File: src/rtl/calc_disp_pkg.sv
// calc_disp_pkg
//   Shared constants for the calculator display scanner: active-low segment
//   patterns ordered {g,f,e,d,c,b,a}, blank/off codes, digit count and the
//   snapshot record type.
package calc_disp_pkg;

    localparam int NUM_DIGITS = 8;

    localparam logic [6:0] SEG_BLANK  = 7'h7F;
    localparam logic [7:0] LED_EN_OFF = 8'hFF;
    localparam logic [6:0] SEG_E      = 7'b0000110;
    localparam logic [6:0] SEG_R      = 7'b0101111;

    localparam logic [6:0] SEG_HEX [0:15] = '{
        7'b1000000,   // 0
        7'b1111001,   // 1
        7'b0100100,   // 2
        7'b0110000,   // 3
        7'b0011001,   // 4
        7'b0010010,   // 5
        7'b0000010,   // 6
        7'b1111000,   // 7
        7'b0000000,   // 8
        7'b0010000,   // 9
        7'b0001000,   // A
        7'b0000011,   // b
        7'b1000110,   // C
        7'b0100001,   // d
        7'b0000110,   // E
        7'b0001110    // F
    };

    typedef struct packed {
        logic        err;
        logic [31:0] val;
    } snap_t;

endpackage

File: src/rtl/hex_to_seg7.sv
// hex_to_seg7
//   Combinational hex nibble to active-low 7-segment decoder.
//   nib_i : 4-bit digit value
//   seg_o : segments {g,f,e,d,c,b,a}, 0 = lit
module hex_to_seg7
    import calc_disp_pkg::*;
(
    input  logic [3:0] nib_i,
    output logic [6:0] seg_o
);

    assign seg_o = SEG_HEX[nib_i];

endmodule

File: src/rtl/calc_seg_scan.sv
// calc_seg_scan
//   Scans eight common-anode hex digits showing the calculator result.
//   The result/error pair is captured once per frame (at the end of slot 7)
//   so a frame is never torn by input changes.
//   clk         : scan clock
//   rst         : asynchronous reset, active-low
//   cal_result  : 32-bit value to display
//   flag_error  : shows "Err" instead of the value
//   led_en      : digit enables, active-low (FF = all off)
//   led_ca..cg  : segments a..g, active-low
//   led_dp      : decimal point, always off
module calc_seg_scan
    import calc_disp_pkg::*;
#(
    parameter int SCAN_DIV = 20000,
    parameter bit BLANK_LZ = 1'b1
) (
    input  logic        clk,
    input  logic        rst,
    input  logic [31:0] cal_result,
    input  logic        flag_error,
    output logic [7:0]  led_en,
    output logic        led_ca,
    output logic        led_cb,
    output logic        led_cc,
    output logic        led_cd,
    output logic        led_ce,
    output logic        led_cf,
    output logic        led_cg,
    output logic        led_dp
);

    localparam int PW = (SCAN_DIV > 2) ? $clog2(SCAN_DIV) : 1;

    logic [PW-1:0] presc_q, presc_d;
    logic [2:0]    d_q, d_d;
    snap_t         snap_q, snap_d;
    logic [7:0]    en_q, en_d;
    logic [6:0]    seg_q, seg_d;

    logic          slot_end;
    logic [3:0]    nib;
    logic [6:0]    hex_seg;
    logic [7:0]    lz_mask;
    logic          zero_above;

    assign slot_end = (presc_q == PW'(SCAN_DIV - 1));

    always_comb begin
        presc_d = presc_q + PW'(1);
        d_d     = d_q;
        snap_d  = snap_q;
        if (slot_end) begin
            presc_d = '0;
            d_d     = d_q + 3'd1;
            if (d_q == 3'd7) begin
                snap_d.err = flag_error;
                snap_d.val = cal_result;
            end
        end
    end

    // lz_mask[k] is set when nibbles 7..k are all zero; digit 0 is never blanked
    always_comb begin
        lz_mask    = '0;
        zero_above = 1'b1;
        for (int k = NUM_DIGITS - 1; k >= 1; k--) begin
            zero_above = zero_above & (snap_q.val[4*k +: 4] == 4'h0);
            lz_mask[k] = zero_above;
        end
    end

    assign nib = snap_q.val[{d_q, 2'b00} +: 4];

    hex_to_seg7 u_hex_to_seg7 (
        .nib_i (nib),
        .seg_o (hex_seg)
    );

    always_comb begin
        en_d  = ~(8'b1 << d_q);
        seg_d = hex_seg;
        if (snap_q.err) begin
            case (d_q)
                3'd2:       seg_d = SEG_E;
                3'd1, 3'd0: seg_d = SEG_R;
                default: begin
                    en_d  = LED_EN_OFF;
                    seg_d = SEG_BLANK;
                end
            endcase
        end else if (BLANK_LZ && lz_mask[d_q]) begin
            en_d  = LED_EN_OFF;
            seg_d = SEG_BLANK;
        end
    end

    always_ff @(posedge clk or negedge rst) begin
        if (!rst) begin
            presc_q <= '0;
            d_q     <= '0;
            snap_q  <= '0;
            en_q    <= LED_EN_OFF;
            seg_q   <= SEG_BLANK;
        end else begin
            presc_q <= presc_d;
            d_q     <= d_d;
            snap_q  <= snap_d;
            en_q    <= en_d;
            seg_q   <= seg_d;
        end
    end

    assign led_en = en_q;
    assign {led_cg, led_cf, led_ce, led_cd, led_cc, led_cb, led_ca} = seg_q;
    assign led_dp = 1'b1;

endmodule

File: config.mk
export PLATFORM = sky130hd
export DESIGN_NAME = calc_seg_scan
export DESIGN_NICKNAME = d
export VERILOG_FILES = /design/src/rtl/calc_disp_pkg.sv /design/src/rtl/hex_to_seg7.sv /design/src/rtl/calc_seg_scan.sv
export SDC_FILE = /design/constraint.sdc
export NUM_CORES = 1
export LEC_CHECK = 0
export CAP_MARGIN = 25
export CORE_UTILIZATION = 55
export CTS_BUF_LIST = sky130_fd_sc_hd__clkbuf_8
export CTS_CLUSTER_DIAMETER = 60
export DETAILED_ROUTE_END_ITERATION = 7
export PLACE_DENSITY = 0.81
export SLEW_MARGIN = 10
export SYNTH_ARGS = -nofsm -noshare
export SYNTH_HDL_FRONTEND = slang
export SYNTH_SLANG_ARGS = --single-unit
export TNS_END_PERCENT = 5
File: constraint.sdc
create_clock -name clk -period 8.3 [get_ports clk]
set_clock_uncertainty 0.2 [all_clocks]
set_input_delay 1.66 -clock clk [delete_from_list [all_inputs] [get_ports clk]]
set_output_delay 1.66 -clock clk [all_outputs]
set_load 0.1 [all_outputs]
# [After elaboration in Yosys (flattened, before gate mapping)]
# Memory sizes are Yosys's and may differ from the RTL's.
# Cells that the tools add are included.
[classes] bitwise=8 n_eq_ne=4 order_cmp=2 reduce_logical=11 n_mux=11 addsub=2 shift=2
[op_table] cell="32-bit by 6-bit indexed part select with 4-bit output" count=1
[op_table] cell="4-bit logical NOT" count=7
[op_table] cell="7-bit two-way mux" count=4
[op_table] cell="8-bit two-way mux" count=3
[op_table] cell="15-bit by 1-bit adder with 15-bit output (second input constant)" count=1
[op_table] cell="15-bit == test (second input constant)" count=1
[op_table] cell="15-bit two-way mux" count=1
[op_table] cell="7-bit one-hot mux with 2 select lines" count=1
[op_table] cell="8-bit inverter" count=1
[op_table] cell="1-bit by 3-bit left shift with 8-bit output (first input constant)" count=1
[op_table] cell="1-bit AND" count=6
[op_table] cell="5-bit greater-or-equal comparator (second input constant)" count=1
[op_table] cell="4-bit inverter with 5-bit output" count=1
[op_table] cell="3-bit by 4-bit less-than comparator with 1-bit output (second input constant)" count=1
[op_table] cell="3-bit by 1-bit adder with 3-bit output (second input constant)" count=1
[op_table] cell="1-bit binary-select mux with 3-bit select" count=1
[op_table] cell="3-bit by 1-bit == test with 1-bit output (second input constant)" count=1
[op_table] cell="3-bit by 2-bit == test with 1-bit output (second input constant)" count=1
[op_table] cell="3-bit == test (second input constant)" count=1
[op_table] cell="3-bit logical NOT" count=1
[op_table] cell="3-bit OR reduction" count=1
[op_table] cell="2-bit AND reduction" count=1
[op_table] cell="2-bit OR reduction" count=1
[op_table] cell="1-bit two-way mux" count=1
[totals] wordCells=47 output_inout_bits=16 input_bits=35 n_memories=1 reg_bits=66 mem_bits_ro=112
[mem_list] name="(no name shown)" depth=16 word_bits=7 rd=1 rd_clocked_by_memory_dff=0 wr=0 line="hex_to_seg7.sv:12" rtl="assign seg_o = SEG_HEX[nib_i];"

# [Depth between registers and ports, before layout]
[depth] word_depth=11 ltp_mapped=9 ltp_nobuf=8

# [Cells and area by module]
# A second synthesis with hierarchy kept.
[hier_totals] cells_unflattened=267 hier_area_um2=3400.8
[by_module_without_submodules] module="calc_seg_scan" cells_each=236 area_each_um2=3138.0 seq_area_each_um2=1670.4 n_inst=1
[by_module_without_submodules] module="hex_to_seg7" cells_each=31 area_each_um2=262.8 seq_area_each_um2=0.0 n_inst=1

# [Worst setup path before layout]
# Ideal clock, no wire load.
[synth_path] path_type="reg-to-output" from="register seg_q[0]" to="output led_ca" path_slack_ns=5.617 path_stages_with_launch=1 path_buffers=0 required_time_ns=6.440 t_arrival_ns=0.823 path_cell_list="dfstp_2"
[synth_rtl] element="start: declaration" line="calc_seg_scan.sv:39" rtl="logic [6:0] seg_q, seg_d;"
[synth_rtl] element="start signal: assignment" line="calc_seg_scan.sv:110" rtl="seg_q <= seg_d;"
[synth_rtl] element="end: declaration" line="calc_seg_scan.sv:23" rtl="output logic led_ca,"
# No word-level cell between the ends.

# [Worst setup path in the final report]
[layout_path] from="register seg_q[2]" to="output led_cc"
[layout_rtl] element="end: declaration" line="calc_seg_scan.sv:25" rtl="output logic led_cc,"
# No word-level cell between the ends.

==> summary.txt <==
Clocking
  – CTS tree: built
  – Worst-skew pair later-pin latency: 0.35 ns
  – Clock Sinks: 66
  – Hold_buf cts: 0
  – Num CTS Buffers: 9
  – Clk slew on worst S/H paths: 0.07 ns
  – CTS Root Cell: clkbuf_8
  – CTS max path bufs: 2
  – Post-cts resize count: 0
  – H-Tree Depth: 3
  – Setup Fix Bufs, Post-CTS: 0

Cells and area
  – Layout area overhead: 24.0%
  – Design area: 4050 µm²
  – Most common cell after layout, fill and taps aside: dfrtp_1
  – Share of layout cells above drive strength 1: 24.4%
  – Nets: 350
  – Antenna diodes: 0
  – Util after Layout: 72.2%
  – Most frequent cells in the layout: 51 x dfrtp_1, 48 x clkdlybuf4s50_1, 35 x mux2_2

Setup path
  – Crit path cell chain: clkdlybuf4s50_1
  – CP startpoint kind: flop
  – Critical Path Start: seg_q[2]
  – CP required: 6.44 ns
  – Slowest CP cell: clkdlybuf4s50_1
  – Crit Path Class: flop to primary output
  – Delay-heaviest family, CP: buffers and inverters
  – Worst Path Buf+Inv: 1
  – Crit end category: primary output
  – R2R depth: 7
  – Crit path arrival time: 1.99 ns
  – CP peak stage delay: 1.12 ns
  – Worst R2R Start: d_q[0]
  – Stages on the worst setup path: 1
  – CP max FO: 1

Timing
  – Final min period: 3.85 ns
  – RSZ-0062 raised after global routing: no
  – Final Cycle Share: 46.4%
  – Final hold violations: 0
  – Slew margin rel.: 35.7%
  – Worst-margin pin slew: 0.961 ns
  – TNS Setup: 0 ns
  – Slew Limit Fails: 0
  – Max Freq: 260 MHz
  – Final Setup Violations: 0

Floorplanning
  – Initial Util: 58.2%
  – IO Pins: 51
  – Chip width: 79.0 µm
  – Die Y: 79.0 µm
  – Core area: 5610 µm²
  – FP Rows: 27
  – Die area: 6240 µm²

Logic synthesis
  – Mapped Cells: 251
  – Sequential area share after synthesis: 51.2%
  – Unique cell type count in the Yosys netlist: 45
  – Register bit count reported by yosys: 66
  – Mean post-synth cell area: 13.0 µm²
  – Syn_nets: 299
  – Syn Std Cell Area: 3260 µm²
  – YS warnings: 0

Global route
  – GRT Util Overall: 21.7%
  – Largest net degree at the start of global routing: 67
  – Global-route wire length before repair: 10,100 µm
  – Number of global-route vias before repair: 2,122
  – Antenna violations before repair: 0
  – Grt ovf: 0

Drt
  – Drt drc: 0
  – Routed vias/inst: 5.55
  – Routed WL: 5680 µm
  – Drt pass-1 iters: 4
  – WL per Instance: 15.0 µm
  – Iteration-0 DRC Markers: 179
  – DR vias: 2,104
  – Post-route ant nets: 0

Pwr
  – Worst VDD drop: 0.000129 V
  – Power per cell area: 191 nW/µm²
  – Overall power: 772 µW
  – Static Leakage: 0.00170 µW

Min path
  – Hold depth: 1
  – Hold Crit Start: presc_q[4]
  – Worst hold path type: flop to flop

Place
  – Placed cell area: 3780 µm²
  – Number of port buffers: 49
  – DP HPWL: 3980 µm
  – GPL Wtd Cong: 0.734

Flow run
  – MaxCap Viol Count: 0

Status
  – Outcome: complete, no violations
sequential cells by signal, indices dropped and copies added (netlist names):
register / flops
seg_q: 7
snap_q: 33
presc_q: 15
led_en: 8
d_q: 3
report_power, final:
group | switching (µW) | internal, µW | total [µW] | leakage (µW)
clock network | 120 | 236 | 356 | 0.000138
registers | 7.89 | 334 | 342 | 0.000779
logic | 40.6 | 32.6 | 73.2 | 0.000781
worst register-to-register path, delay by kind of cell (launching register included):
family	cells	cell delay [ns]
multiplexers	3	1.41
buffers and inverters	1	0.15
AO/OA/AOI/OAI	2	0.38
flip-flops	1	0.57
adder cells (fa/ha/maj)	1	0.28
final cells by class:
type	instances	area [µm²]
fill	390	1560
timing repair buffer	51	500
clock inverter	6	129
sequential	66	1670
clock buffer	10	138
inverter	7	26.3
multi-input combinational	167	1490
tap	72	90.1
per-stage QoR:
stage	setup WS, ns	hold WS, ns	std cells
finish	4.45	0.286	379
CTS	4.43	0.286	379
detailed placement	4.82	0.262	363
global route	4.41	0.292	379
floorplan	5.62	0.239	251
global placement	4.83	0.256	363
path summary, 6_finish.rpt:
kind	endpoint	slack [ns]
setup reg to reg	seg_q[3]	5.20
hold / removal	presc_q[4]	0.29
hold reg to reg	presc_q[4]	0.29
min in group asynchronous	snap_q[11]	1.27
setup / recovery	led_cc	4.45
max in group asynchronous	snap_q[32]	6.10
logic make-up after synthesis:
family,count (synthesis),synth area share (%)
simple gates,66,11.0
mux,50,21.3
xor+xnor,14,3.76
flops,66,51.2
compound gates,23,4.60
other cells,1,0.115
buf+inv,18,3.07
fa+ha+maj,13,4.98
synth_stat cells (all sizes together):
master / instances / area share, %
buf: 9 / 2.0
ha: 13 / 5.0
nor2: 17 / 2.0
nor2b: 2 / 0.61
nor4: 8 / 1.5
o21ai: 7 / 1.1
o221a: 1 / 0.35
inv: 6 / 0.69
mux2i: 7 / 2.9
nand3: 6 / 0.92
nand3b: 4 / 0.92
o211ai: 2 / 0.46
o311ai: 1 / 0.27
clkinv: 1 / 0.11
dfrtp: 51 / 39
a211oi: 2 / 0.46
and3: 2 / 0.38
a32o: 1 / 0.31
conb: 1 / 0.11
nor3b: 1 / 0.38
and2: 2 / 0.38
clkbuf: 2 / 0.23
or3b: 2 / 0.54
nand4: 4 / 0.77
xnor2: 7 / 1.9
dfstp: 15 / 12
a21oi: 5 / 0.77
mux4: 8 / 6.3
mux2: 35 / 12
xor2: 7 / 1.9
and4: 1 / 0.27
a22oi: 1 / 0.23
nor3: 3 / 0.46
nand2: 12 / 1.4
or3: 2 / 0.38
a31oi: 1 / 0.19
o41ai: 1 / 0.27
o21a: 1 / 0.23
routing by layer:
metal | vias up | part of all wire (%) | global-route usage, %
met5 | - | 0 | 0
met4 | 0 | 2.6 | 12.7
met3 | 14 | 4.5 | 7.01
met2 | 66 | 49 | 32.0
met1 | 1007 | 44 | 28.1
li1 | 1017 | - | -
No activity file was read; power rests on OpenSTA's default activity.
